$ cat src/rtl/fizzbuzz_formatter.sv
// Formats one classified fizzbuzz item per handshake as an ASCII line on a
// byte stream: "Fizz", "Buzz", "FizzBuzz" or the decimal value, then EOL.
module fizzbuzz_formatter #(
  parameter int          WIDTH  = 32,
  parameter int          DIGITS = 10,
  parameter logic [7:0]  EOL    = 8'h0A
) (
  input  logic             clk,
  input  logic             rst_n,
  input  logic             in_valid,
  output logic             in_ready,
  input  logic [WIDTH-1:0] number,
  input  logic             print_number,
  input  logic             print_fizz,
  input  logic             print_buzz,
  input  logic             print_fizzbuzz,
  output logic             out_valid,
  input  logic             out_ready,
  output logic [7:0]       out_char,
  output logic             out_last,
  output logic             busy
);

  localparam logic [1:0] S_IDLE = 2'd0;
  localparam logic [1:0] S_CONV = 2'd1;
  localparam logic [1:0] S_EMIT = 2'd2;

  localparam logic [1:0] M_NUM  = 2'd0;
  localparam logic [1:0] M_FIZZ = 2'd1;
  localparam logic [1:0] M_BUZZ = 2'd2;
  localparam logic [1:0] M_FB   = 2'd3;

  localparam int BW = DIGITS * 4;
  // Byte position must reach the EOL slot of the longest line (digits or "FizzBuzz").
  localparam int PW = $clog2(((DIGITS > 8) ? DIGITS : 8) + 1);
  localparam int CW = (WIDTH > 1) ? $clog2(WIDTH) : 1;

  logic [1:0]       state;
  logic [1:0]       mode;
  logic [BW-1:0]    bcd;
  logic [BW-1:0]    bcd_adj;
  logic [WIDTH-1:0] shreg;
  logic [CW-1:0]    cnt;
  logic [PW-1:0]    pos;
  logic [PW-1:0]    msd;
  logic [PW-1:0]    len;
  logic [PW-1:0]    dig_sel;
  logic [3:0]       nib;
  logic [7:0]       word_char;
  logic             at_eol;

  function automatic logic [7:0] fizz_char(input logic [1:0] k);
    case (k)
      2'd0:    return 8'h46;
      2'd1:    return 8'h69;
      default: return 8'h7A;
    endcase
  endfunction

  function automatic logic [7:0] buzz_char(input logic [1:0] k);
    case (k)
      2'd0:    return 8'h42;
      2'd1:    return 8'h75;
      default: return 8'h7A;
    endcase
  endfunction

  // NOTE: every always_comb output gets a default first so no latch is inferred.
  always_comb begin
    bcd_adj = bcd;
    for (int i = 0; i < DIGITS; i++) begin
      if (bcd[i*4 +: 4] >= 4'd5) bcd_adj[i*4 +: 4] = bcd[i*4 +: 4] + 4'd3;
    end
  end

  // Highest non-zero digit sets the line length; an all-zero value still prints "0".
  always_comb begin
    msd = '0;
    for (int i = 0; i < DIGITS; i++) begin
      if (bcd[i*4 +: 4] != 4'd0) msd = PW'(i);
    end
  end

  always_comb begin
    dig_sel = msd - pos;
    nib     = 4'd0;
    for (int i = 0; i < DIGITS; i++) begin
      if (dig_sel == PW'(i)) nib = bcd[i*4 +: 4];
    end
  end

  always_comb begin
    case (mode)
      M_FIZZ:  word_char = fizz_char(pos[1:0]);
      M_BUZZ:  word_char = buzz_char(pos[1:0]);
      M_FB:    word_char = pos[2] ? buzz_char(pos[1:0]) : fizz_char(pos[1:0]);
      default: word_char = 8'h00;
    endcase
  end

  always_comb begin
    case (mode)
      M_NUM:   len = msd + PW'(1);
      M_FB:    len = PW'(8);
      default: len = PW'(4);
    endcase
  end

  assign at_eol    = (pos == len);
  assign in_ready  = (state == S_IDLE);
  assign busy      = (state != S_IDLE);
  assign out_valid = (state == S_EMIT);
  assign out_last  = out_valid && at_eol;

  always_comb begin
    if (!out_valid)        out_char = 8'h00;
    else if (at_eol)       out_char = EOL;
    else if (mode == M_NUM) out_char = 8'h30 + {4'h0, nib};
    else                   out_char = word_char;
  end

  // NOTE: sequential state uses non-blocking assignments only.
  always_ff @(posedge clk or negedge rst_n) begin
    if (!rst_n) begin
      state <= S_IDLE;
      mode  <= M_NUM;
      bcd   <= '0;
      shreg <= '0;
      cnt   <= '0;
      pos   <= '0;
    end else begin
      case (state)
        S_IDLE: begin
          if (in_valid) begin
            bcd   <= '0;
            shreg <= number;
            cnt   <= '0;
            pos   <= '0;
            if (print_fizzbuzz) begin
              mode  <= M_FB;
              state <= S_EMIT;
            end else if (print_fizz) begin
              mode  <= M_FIZZ;
              state <= S_EMIT;
            end else if (print_buzz) begin
              mode  <= M_BUZZ;
              state <= S_EMIT;
            end else begin
              mode  <= M_NUM;
              state <= S_CONV;
            end
          end
        end
        S_CONV: begin
          bcd   <= {bcd_adj[BW-2:0], shreg[WIDTH-1]};
          shreg <= shreg << 1;
          cnt   <= cnt + CW'(1);
          if (cnt == CW'(WIDTH - 1)) state <= S_EMIT;
        end
        S_EMIT: begin
          if (out_ready) begin
            if (at_eol) begin
              state <= S_IDLE;
              pos   <= '0;
            end else begin
              pos <= pos + PW'(1);
            end
          end
        end
        default: state <= S_IDLE;
      endcase
    end
  end

endmodule

$ cat config.mk
export PLATFORM = sky130hd
export DESIGN_NAME = fizzbuzz_formatter
export DESIGN_NICKNAME = d
export VERILOG_FILES = /design/src/rtl/fizzbuzz_formatter.sv
export SDC_FILE = /design/constraint.sdc
export NUM_CORES = 1
export LEC_CHECK = 0
export CORE_ASPECT_RATIO = 0.8
export CORE_MARGIN = 3
export CORE_UTILIZATION = 50
export CTS_CLUSTER_SIZE = 8
export DETAILED_ROUTE_END_ITERATION = 10
export PLACE_DENSITY = 0.76
export SLEW_MARGIN = 30
export SYNTH_ARGS = -nofsm -noshare
export SYNTH_HDL_FRONTEND = slang
export SYNTH_SLANG_ARGS = --single-unit
export TNS_END_PERCENT = 20
$ cat constraint.sdc
create_clock -name clk -period 8.35 [get_ports clk]
set_input_delay 1.2525 -clock clk [delete_from_list [all_inputs] [get_ports clk]]
set_output_delay 1.2525 -clock clk [all_outputs]
set_load 0.01 [all_outputs]
# --- After elaboration in Yosys (flattened, before gate mapping) ---
# Cells that the tools add are included.
word_totals:
  output_inout_bits: 12
  wordCells: 131
  in_bits: 40
  reg_bits: 85
op_classes:
  order_cmp: 10
  addsub: 15
  muxes: 58
  n_eq_ne: 21
  n_reduce_logical: 21
ops:
  columns: ["cell", "count"]
  rows:
  - ["2-to-1 mux 4 bit", 30]
  - ["case mux 40 bit (2 select lines)", 1]
  - ["case mux 32 bit (2 select lines)", 1]
  - ["greater-or-equal comparator 4 x 3 -> 1 bit (second input constant)", 10]
  - ["2-to-1 mux 40 bit", 1]
  - ["adder 4 x 2 -> 4 bit (second input constant)", 9]
  - ["nonzero test 4 bit", 9]
  - ["2-to-1 mux 32 bit", 1]
  - ["2-to-1 mux 8 bit", 4]
  - ["case mux 6 bit (2 select lines)", 2]
  - ["case mux 8 bit (3 select lines)", 1]
  - ["2-to-1 mux 2 bit", 10]
  - ["equality test 4 x 3 -> 1 bit (second input constant)", 4]
  - ["case mux 4 bit (2 select lines)", 2]
  - ["case mux 5 bit (2 select lines)", 1]
  - ["adder 4 x 1 -> 4 bit (second input constant)", 2]
  - ["equality test 4 x 2 -> 1 bit (second input constant)", 2]
  - ["equality test 4 bit (second input constant)", 2]
  - ["adder 6 x 4 -> 7 bit (first input constant)", 1]
  - ["equality test 2 x 1 -> 1 bit (second input constant)", 3]
  - ["equality test 2 bit (second input constant)", 3]
  - ["zero test 2 bit", 3]
  - ["case mux 2 bit (3 select lines)", 1]
  - ["nonzero test 2 bit", 3]
  - ["other kinds (16)", 19]

# --- Logic depth before layout (Yosys ltp) ---
# Gate-level depths: netlist of the first run.
logic_depth:
  ltp_word: 26
  depth_mapped: 17
  mapped_depth_nobuf: 16

# --- Least setup slack after synthesis of the first run ---
# Ideal clock, no wire load.
synth_path:
  path_type: "reg2out"
  from: "register bcd[8]"
  to: "output out_char[2]"
  path_slack_ns: 3.424
  path_buffers: 0
  arrival_ns: 3.674
  required_time_ns: 7.098
  path_stages_with_launch: 16
  cell_sequence: "dfrtp_1 -> inv_1 -> ha_1 -> or3b_2 -> o211ai_1 -> nand2b_1 -> nand2_1 -> a21oi_1 -> ha_1 -> fa_1 -> xor2_1 -> and2_1 -> o21ai_0 -> mux2_1 -> a221o_1 -> nor2_1"
synth_between:
  elab_chain_cells: 25
  word_cells_on_any_way: 37
  cone_classes: "add/sub: 3; eq/ne: 10; mux: 22; reduce/logical: 2"
synth_rtl:
  columns: ["element", "line", "text"]
  rows:
  - ["from (decl)", "40", "logic [BW-1:0] bcd;"]
  - ["from (signal assigned)", "155", "bcd <= {bcd_adj[BW-2:0], shreg[WIDTH-1]};"]
  - ["nonzero test 4 bit", "80", "if (bcd[i*4 +: 4] != 4'd0) msd = PW'(i);"]
  - ["2-to-1 mux 4 bit (8 in a row)", "80", null]
  - ["subtractor 4 bit", "85", "dig_sel = msd - pos;"]
  - ["zero test 4 bit", "88", "if (dig_sel == PW'(i)) nib = bcd[i*4 +: 4];"]
  - ["2-to-1 mux 4 bit (10 in a row)", "88", null]
  - ["adder 6 x 4 -> 7 bit", "118", "else if (mode == M_NUM) out_char = 8'h30 + {4'h0, nib};"]
  - ["2-to-1 mux 8 bit", "118", null]
  - ["2-to-1 mux 8 bit (*)", "117", "else if (at_eol) out_char = EOL;"]
  - ["2-to-1 mux 8 bit (*)", "116", "if (!out_valid) out_char = 8'h00;"]
  - ["to (decl)", "19", "output logic [7:0] out_char,"]
# Every way passes the cells marked *; elsewhere a longest branch is shown, timed or not.

# --- Final worst setup path of the first run ---
layout_path:
  from: "register bcd[8]"
  to: "output out_char[3]"
# Same word-level chain as after synthesis.

==> impl_metrics.csv, run 1 <==
group,metric,value,unit
clocking,cts_buffers,9,
yosys,synth_edf_count,0,
setup_path,critical_path.slowest_cell,"fa_1",
die,die_area,0.0123,mm2
die,core.rowCount,33,
sta,min_period,6390,ps
yosys,syn_area,0.00549,mm2
sta,timing_hold_violations_final,0,
final_layout,multi_input_area,0.00310,mm2
global_routing,grt_max_degree,93,
power_and_ir_drop,peakVddDrop,0.257,mV
die,die_h,99.7,um
drt,wl_met2,6.09,mm
final_layout,syn_to_final_growth,16.2,%
yosys,yosysSeqAreaShare,0.388,
setup_path,crit_buf_inv,2,
drt,top_layer,"met4",
global_routing,grt_pass1_wl,22.1,mm
clocking,cts_tree,"done",
setup_path,crit_path_end_kind,"output port",
setup_path,cpPeakStageDelay,870,ps
drt,postRouteAntennaNets,0,
drt,finalWirelength,12.9,mm
final_layout,drive_above_1_share,0.0671,
final_layout,fin_nets,731,
setup_path,path_common_cell,"ha_1",
drt,wl_met1,6.06,mm
setup_path,worstSetupPathType,"reg -> out",
drt,drc,0,
sta,slew-limit-headroom,0.398,
clocking,cts.repair.resized,0,
setup_path,crit_arrival,5140,ps
clocking,cts_root_buffer,"clkbuf_16",
clocking,cts_setup_buffers,0,
final_layout,most-common-layout-cells,"nand2_1, dfrtp_1, nor2_1, clkdlybuf4s50_1, ha_1",
clocking,clk_latency,350,ps
yosys,yosys_most_used_dff,"dfrtp_1",
sta,tightest_slew,904,ps
yosys,synth_cell_types,63,
global_routing,grt_usage,0.226,
global_routing,grt_antenna_before_repair,0,
sta,rsz0062_at_grt,"no",
die,ios,52,
final_layout,finish.utilization,0.608,
global_routing,grt_overflow,0,
setup_path,crit_fanout,12,
sta,setup_viol,0,
sta,period_share,0.765,
yosys,synth_nets,702,
drt,route.met3.wl,510,um
worst_hold_path,worstHoldPathType,"reg -> reg",
sta,hold_slack,510,ps
final_layout,antenna_cells,0,
clocking,cts_hold_buffers,0,
clocking,clock_sinks,85,
yosys,postSynthCellCount,622,
run_status,status,"complete, no violations",
placed_design,io_buffers,49,
sta,tns,0,ps
setup_path,crit_chain,"inv_1, ha_1, or3b_2, o211ai_1, nand2b_1, nand2_1, a21oi_1, ha_1, fa_1, mux4_2, mux2i_1, mux2_1, a211o_1, a21oi_2, clkdlybuf4s50_1",
drt,drtPass1Iterations,5,
clocking,htree_levels,3,
yosys,ys_seq_elements,85,
final_layout,fill_cells,900,
placed_design,gp_congestion,0.858,
yosys,async_flop_share,1.00,
power_and_ir_drop,power.total,3.07,mW
global_routing,grt_pass1_vias,4644,
sta,fmaxAchievable,0.156,GHz
clocking,clk_path_buf_depth,2,
drt,vias_per_cell,5.77,
setup_path,start_kind,"flip-flop",
setup_path,cp_data_required_time,7100,ps
die,coreArea,0.0105,mm2
power_and_ir_drop,leakage,2.69,nW
die,die_w,123,um
yosys,yosys_warnings,0,
sta,slew_violations,0,
job,maxCapViolCount,0,
yosys,syn_area_per_cell,8.82,um2
placed_design,hpwl,8.73,mm
drt,wl_per_cell,16.2,um
drt,vias,4590,
drt,drt_iter0_markers,429,
final_layout,seq_area,0.00213,mm2
sta,finClkSkew,8.24,ps
setup_path,critical_path.top_delay_family,"adder cells",
final_layout,final_common_cell,"nand2_1",
clocking,clk_pin_slew_worst_paths,60,ps
power_and_ir_drop,cellPowerDensity,482,mW/mm2
die,initial_utilization,0.523,
-- through the flow --
stage	instances	worst slack [ps]	cell area, um2
floorplan	622	3420	5490
global placement	779	2440	6040
detailed placement	780	2370	6070
CTS	796	1970	6370
global route	796	1710	6370
finish	796	1960	6370
-- synth_stat cells (11+ instances only) --
library cell	instances	area, um2
nor2_1	61	229
ha_1	39	488
a21oi_1	34	170
clkbuf_1	27	101
o21ai_0	38	190
xnor2_1	13	114
o31ai_1	13	97.6
inv_1	34	128
nand2b_1	14	87.6
nand2_1	95	357
o22ai_1	12	75.1
nor3b_1	11	82.6
a31oi_1	33	206
dfrtp_1	85	2130
-- cell families (layout without fill, tap and decap cells) --
kind of cell,after synthesis,after routing,share of synthesized area
flops,85,85,0.388
fa+ha+maj,40,40,0.0926
xor+xnor,22,22,0.0379
buf+inv,69,103,0.0495
compound gates,170,170,0.203
simple gates,220,220,0.187
other cells,1,1,0.000684
mux,15,15,0.0415
-- path summary, 6_finish.rpt --
check	slack, ps	depth (start not counted)	from	end
worst min-delay path	510	1	cnt[2]$_DFFE_PN0P_	cnt[2]$_DFFE_PN0P_
worst max-delay path	1960	15	bcd[8]$_DFFE_PN0P_	out_char[3]
worst max register to register	4890	15	bcd[20]$_DFFE_PN0P_	state[1]$_DFFE_PN0P_
min in group asynchronous	780	1	rst_n	bcd[7]$_DFFE_PN0P_
max in group asynchronous	6460	2	rst_n	bcd[17]$_DFFE_PN0P_
worst min register to register	510	1	cnt[2]$_DFFE_PN0P_	cnt[2]$_DFFE_PN0P_
-- report_power, final --
group          internal [mW]  switching, mW
Sequential             0.559          0.153
Clock                  0.240          0.168
Combinational          0.877           1.08
-- flip-flops by register name (all words and copies together) (netlist names) --
name / flops
bcd: 40
shreg: 32
cnt: 5
pos: 4
mode: 2
state: 2
-- per-layer routing --
metal,up-vias,GRT usage
met4,0,0.0706
met5,-,0
met2,96,0.356
met3,28,0.0523
met1,2214,0.310
li1,2252,-
-- area by class of cell --
type	count	area share
clock inverters	5	0.00942
well taps	140	0.0275
inverters	34	0.0200
multi-input cells	468	0.487
repair buffers	53	0.0844
clock buffers	11	0.0381
flip-flops and latches	85	0.334
-- worst register-to-register path, stage by stage, from the launching register on --
cell and delay (ps):
dfrtp_1 410, inv_1 110, ha_1 230, nor3b_1 460
o211ai_1 290, nand2b_1 180, nand2_1 60, a21oi_1 210
inv_1 70, ha_1 220, nand2_1 90, nor3_1 60
mux2i_1 180, and3_1 230, o2111ai_4 240, o221a_2 300
(Power assumes the default switching activity.)
==> inputs of run 2 (changes only) <==
--- a/config.mk
+++ b/config.mk
@@ -10,7 +10,7 @@
 export CORE_UTILIZATION = 50
 export CTS_CLUSTER_SIZE = 8
 export DETAILED_ROUTE_END_ITERATION = 10
-export PLACE_DENSITY = 0.76
+export PLACE_DENSITY = 0.79
 export SLEW_MARGIN = 30
 export SYNTH_ARGS = -nofsm -noshare
 export SYNTH_HDL_FRONTEND = slang
==> constraint.sdc (replaced) <==
create_clock -name clk -period 5.7 [get_ports clk]
set_input_delay 0.855 -clock clk [delete_from_list [all_inputs] [get_ports clk]]
set_output_delay 0.855 -clock clk [all_outputs]
set_load 0.01 [all_outputs]
==> run 2 against run 1 <==
Flip-flop and latch count did not move. Critical path type unchanged. Global-route usage down 0.78 points. Routed wire length down 0.69%. Worst setup slack got worse by 1800 ps. Clock skew up 0.57 ps. Cell count increased by 0.50%.
==> impl_metrics.csv, run 2 (same netlist as run 1, synthesis figures left out) <==
group,metric,value,unit
setup_path,cp_data_required_time,4850,ps
setup_path,cp-endpoint,"out_char[1]",
sta,slew_violations,0,
die,core.rowCount,33,
sta,setup_viol,0,
setup_path,r2r-end,"pos[1]$_DFFE_PN0P_",
final_layout,top_regs,"bcd x40, shreg x32, cnt x5",
sta,rsz0062_at_grt,"no",
die,initial_utilization,0.523,
drt,finalWirelength,12.8,mm
die,die_h,99.7,um
setup_path,reg2reg_from,"bcd[32]$_DFFE_PN0P_",
final_layout,most-common-layout-cells,"nand2_1, dfrtp_1, nor2_1, clkdlybuf4s50_1",
drt,drtPass1Iterations,5,
power_and_ir_drop,cellPowerDensity,736,mW/mm2
power_and_ir_drop,leakage,2.72,nW
final_layout,largest_register_ff_count,40,
placed_design,io_buffers,49,
die,coreArea,0.0105,mm2
sta,tns,0,ps
final_layout,top_register,"bcd",
drt,vias_per_cell,5.83,
clocking,clock_sinks,85,
sta,timing_hold_violations_final,0,
drt,drc,0,
clocking,cts_buffers,9,
setup_path,start_kind,"flip-flop",
worst_hold_path,worstHoldPathType,"reg -> reg",
clocking,htree_levels,3,
global_routing,grt_overflow,0,
power_and_ir_drop,peakVddDrop,0.501,mV
die,ios,52,
clocking,clk_path_buf_depth,2,
final_layout,final_common_cell,"nand2_1",
sta,min_period,5490,ps
sta,slew-limit-headroom,0.411,
drt,drt_iter0_markers,426,
clocking,cts_root_buffer,"clkbuf_16",
job,maxCapViolCount,0,
setup_path,regToRegSetupSlack,2430,ps
setup_path,rr_worst_depth,13,
setup_path,crit_arrival,4640,ps
sta,fmaxAchievable,0.182,GHz
global_routing,grt_pass1_wl,21.5,mm
clocking,clk_pin_slew_worst_paths,60,ps
sta,timing.final.ws_setup,207,ps
sta,tightest_slew,884,ps
global_routing,grt_antenna_before_repair,0,
die,die_w,123,um
placed_design,gp_congestion,0.900,
run_status,status,"complete, no violations",
setup_path,worstSetupPathType,"reg -> out",
setup_path,crit_path_end_kind,"output port",
global_routing,grt_usage,0.218,
drt,postRouteAntennaNets,0,
drt,wl_per_cell,16.0,um
clocking,clk_latency,340,ps
final_layout,antenna_cells,0,
global_routing,grt_pass1_vias,4405,
setup_path,crit_fanout,7,
sta,period_share,0.964,
clocking,cts_tree,"done",
final_layout,finish.utilization,0.615,
final_layout,fin_nets,736,
global_routing,grt_max_degree,93,
drt,vias,4662,
final_layout,drive_above_1_share,0.0818,
sta,finClkSkew,8.81,ps
die,die_area,0.0123,mm2
setup_path,critPathLaunch,"bcd[8]$_DFFE_PN0P_",
placed_design,pre_cts_ws,364,ps
placed_design,hpwl,8.66,mm
final_layout,syn_to_final_growth,17.6,%
-- run 2: cell type report --
type,count,area [um2]
Clock inverter,3,45.0
Sequential cell,85,2130
Clock buffer,12,256
Fill cell,871,4040
Inverter,34,128
Multi-Input combinational cell,468,3140
Timing Repair Buffer,58,579
Tap cell,140,175
-- run 2: power breakdown --
| part | leakage [nW] | internal, mW | switching, mW |
|---|---|---|---|
| Sequential | 1.06 | 0.818 | 0.228 |
| Combinational | 1.52 | 1.47 | 1.64 |
| Clock | 0.141 | 0.361 | 0.237 |
| Total | 2.72 | 2.65 | 2.10 |
-- run 2: layer usage --
layer / track usage / routed length (um) / vias to the layer above
li1: - / - / 2265
met1: 0.319 / 5910 / 2239
met2: 0.333 / 5920 / 146
met3: 0.0489 / 869 / 12
met4: 0.0494 / 123 / 0
met5: 0 / 0 / -
-- run 2: worst min path at each step --
stage,to,slack (ps),start,cells past startpoint
after floorplan,bcd[0]$_DFFE_PN0P_,450,shreg[31]$_DFFE_PN0P_,2
after global placement,bcd[0]$_DFFE_PN0P_,460,shreg[31]$_DFFE_PN0P_,2
after detailed placement,bcd[0]$_DFFE_PN0P_,470,shreg[31]$_DFFE_PN0P_,2
after CTS,bcd[0]$_DFFE_PN0P_,480,shreg[31]$_DFFE_PN0P_,2
after global routing,bcd[0]$_DFFE_PN0P_,540,shreg[31]$_DFFE_PN0P_,2
final,bcd[0]$_DFFE_PN0P_,480,shreg[31]$_DFFE_PN0P_,2
-- run 2: critical path, cell delays in order (launching register included) --
cell             delay, ps
dfrtp_1                420
inv_1                  150
ha_1                   190
or3b_2                 440
o211ai_1               220
nand2b_1               120
nand2_1                 80
a21oi_1                 90
ha_1                   270
fa_2                   670
buf_4                  150
mux2i_1                 60
o21ai_0                210
a21oi_1                110
a211oi_1               270
a21oi_1                 80
a31oi_1                190
clkdlybuf4s50_1        560
-- run 2: stage by stage --
step                instance area (um2)  total power, mW  hold slack [ps]  std cells
floorplan                          5490             3.18              451        622
global placement                   6060             3.80              463        781
detailed placement                 6090             3.91              471        782
CTS                                6400             4.55              481        797
global route                       6450             5.11              542        800
finish                             6450             4.75              483        800
-- run 2: timing repair --
| item | CTS | global route |
|---|---|---|
| buffers inserted | 0 | 3 |
| resized for setup | 2 | 7 |
| hold buffers | 0 | 0 |
| endpoints found under the setup margin | 2 | 3 |
| pin swaps | 0 | 1 |
==> inputs of run 3 (changes only) <==
--- a/config.mk
+++ b/config.mk
@@ -7,10 +7,10 @@
 export LEC_CHECK = 0
 export CORE_ASPECT_RATIO = 0.8
 export CORE_MARGIN = 3
-export CORE_UTILIZATION = 50
+export CORE_UTILIZATION = 53
 export CTS_CLUSTER_SIZE = 8
 export DETAILED_ROUTE_END_ITERATION = 10
-export PLACE_DENSITY = 0.79
+export PLACE_DENSITY = 0.83
 export SLEW_MARGIN = 30
 export SYNTH_ARGS = -nofsm -noshare
 export SYNTH_HDL_FRONTEND = slang
==> run 3 against run 2 <==
Register-to-register slack got worse by 110 ps. First-iteration DRC count is 12% higher. Power is 3.0% higher. Routed wire length rose by 5.0%. Highest routed layer unchanged. Clock skew shrank 1.5 ps. Worst hold slack gained 13 ps.
==> impl_metrics.csv, run 3 (same netlist as run 1, synthesis figures left out) <==
group,metric,value,unit
run_status,status,"complete, no violations",
final_layout,stdcell_area,0.00650,mm2
clocking,cts_tree,"done",
die,die_w,120,um
sta,setup_viol,0,
sta,slew_violations,0,
drt,wl_met2,6.65,mm
clocking,htree_levels,3,
sta,fmaxAchievable,0.181,GHz
drt,vias,4811,
final_layout,seq_area,0.00213,mm2
drt,top_layer,"met4",
die,die_h,97.0,um
clocking,clk_latency,350,ps
drt,finalWirelength,13.5,mm
final_layout,final_common_cell,"nand2_1",
final_layout,top_register,"bcd",
global_routing,grt_max_degree,86,
placed_design,post-place-cells,779,
final_layout,final_cells,801,
drt,drtPass1Iterations,7,
setup_path,cp_data_required_time,4850,ps
final_layout,syn_to_final_growth,18.4,%
die,core.rowCount,32,
final_layout,multi_input_area,0.00313,mm2
setup_path,rr_worst_depth,16,
setup_path,r2r-end,"pos[1]$_DFFE_PN0P_",
worst_hold_path,hold_start,"shreg[31]$_DFFE_PN0P_",
setup_path,worstSetupPathType,"reg -> out",
die,initial_utilization,0.557,
global_routing,grt_pass1_vias,4580,
drt,drt_iter0_markers,478,
final_layout,fill_cells,813,
drt,postRouteAntennaNets,0,
setup_path,crit_fanout,5,
power_and_ir_drop,peakVddDrop,0.592,mV
global_routing,grt_overflow,0,
clocking,clk_pin_slew_worst_paths,60,ps
drt,drc,0,
global_routing,grt_antenna_before_repair,0,
die,die_area,0.0116,mm2
clocking,cts_root_buffer,"clkbuf_16",
sta,tightest_slew,784,ps
drt,wl_met1,5.79,mm
sta,tns,0,ps
die,coreArea,0.00985,mm2
final_layout,antenna_cells,0,
setup_path,crit_path_end_kind,"output port",
final_layout,drive_above_1_share,0.0947,
worst_hold_path,holdPathStages,2,
final_layout,top_regs,"bcd x40, shreg x32, cnt x5",
worst_hold_path,worstHoldPathType,"reg -> reg",
sta,slew-limit-headroom,0.477,
setup_path,regToRegSetupSlack,2320,ps
setup_path,crit_arrival,4670,ps
sta,rsz0062_at_grt,"no",
drt,route.met3.wl,886,um
clocking,clock_sinks,85,
sta,hold_slack,496,ps
final_layout,fin_nets,740,
sta,period_share,0.970,
placed_design,hpwl,8.99,mm
power_and_ir_drop,power.total,4.90,mW
final_layout,largest_register_ff_count,40,
placed_design,gp_congestion,0.877,
drt,wl_per_cell,16.8,um
power_and_ir_drop,leakage,2.79,nW
die,ios,52,
drt,vias_per_cell,6.01,
final_layout,most-common-layout-cells,"nand2_1, dfrtp_1, nor2_1, clkdlybuf4s50_1, o21ai_0",
sta,timing_hold_violations_final,0,
clocking,cts_hold_buffers,0,
global_routing,grt_usage,0.237,
setup_path,start_kind,"flip-flop",
setup_path,reg2reg_from,"bcd[8]$_DFFE_PN0P_",
worst_hold_path,worstHoldEndpoint,"bcd[0]$_DFFE_PN0P_",
power_and_ir_drop,cellPowerDensity,754,mW/mm2
placed_design,io_buffers,49,
placed_design,dpl-instance-area,0.00611,mm2
sta,min_period,5530,ps
clocking,clk_path_buf_depth,2,
global_routing,grt_pass1_wl,22.5,mm
job,maxCapViolCount,0,
sta,finClkSkew,7.32,ps
clocking,cts_buffers,9,
-- run 3: cell count changes in the layout (fill, tap and decap cells not counted), sizes merged --
cell / previous run / this run
buf: 10 / 14
bufinv: 1 / 0
clkbuf: 12 / 13
clkdlybuf4s50: 48 / 45
clkinv: 0 / 3
clkinvlp: 2 / 0
dlymetal6s2s: 0 / 3
-- run 3: worst max path at each step --
| stage | depth (start not counted) | to | startpoint | slack, ps |
|---|---|---|---|---|
| 2_1_floorplan | 15 | out_char[2] | bcd[8]$_DFFE_PN0P_ | 1170 |
| 3_3_place_gp | 15 | out_char[2] | bcd[8]$_DFFE_PN0P_ | 250 |
| 3_5_place_dp | 15 | out_char[2] | bcd[8]$_DFFE_PN0P_ | 150 |
| 4_1_cts | 16 | out_char[2] | bcd[9]$_DFFE_PN0P_ | 30 |
| 5_1_grt | 17 | out_char[0] | bcd[8]$_DFFE_PN0P_ | 20 |
| 6_report | 17 | out_char[0] | bcd[8]$_DFFE_PN0P_ | 170 |
-- run 3: worst max-delay path: stages (launching register included) --
cell	delay (ps)
dfrtp_2	450
inv_2	110
ha_1	180
or3b_2	440
o211ai_1	330
nand2b_1	160
nand2_1	100
a21oi_1	90
ha_2	230
fa_2	570
buf_2	180
buf_4	130
mux4_2	290
mux2i_1	200
mux2i_1	130
a21oi_1	170
nor2_1	50
clkdlybuf4s50_1	480
-- run 3: layout make-up --
| cell class | instances | area share |
|---|---|---|
| multi-input cells | 468 | 0.482 |
| flip-flops and latches | 85 | 0.328 |
| repair buffers | 62 | 0.0996 |
| clock buffers | 13 | 0.0416 |
| well taps | 136 | 0.0262 |
| inverters | 34 | 0.0196 |
| clock inverters | 3 | 0.00289 |
-- run 3: per-layer routing --
| metal | vias to the layer above | track usage |
|---|---|---|
| met2 | 173 | 0.389 |
| met5 | - | 0 |
| li1 | 2274 | - |
| met4 | 0 | 0.0414 |
| met1 | 2347 | 0.324 |
| met3 | 17 | 0.0573 |
-- run 3: per-stage QoR --
step | setup WS [ps] | util
floorplan | 1170 | -
global placement | 247 | 0.615
detailed placement | 153 | 0.621
CTS | 30.9 | 0.656
global route | 16.1 | 0.660
finish | 171 | 0.660
-- run 3: where the power goes --
| group | switching (mW) | internal, mW |
|---|---|---|
| sequential | 0.235 | 0.819 |
| combinational | 1.69 | 1.58 |
| clock | 0.245 | 0.331 |
| total | 2.17 | 2.73 |
-- run 3: what timing repair did --
action,in CTS,in global routing
buffers inserted,6,0
pin swaps,2,2
setup endpoints to repair,3,4
cloned,0,0
resized for setup,3,11
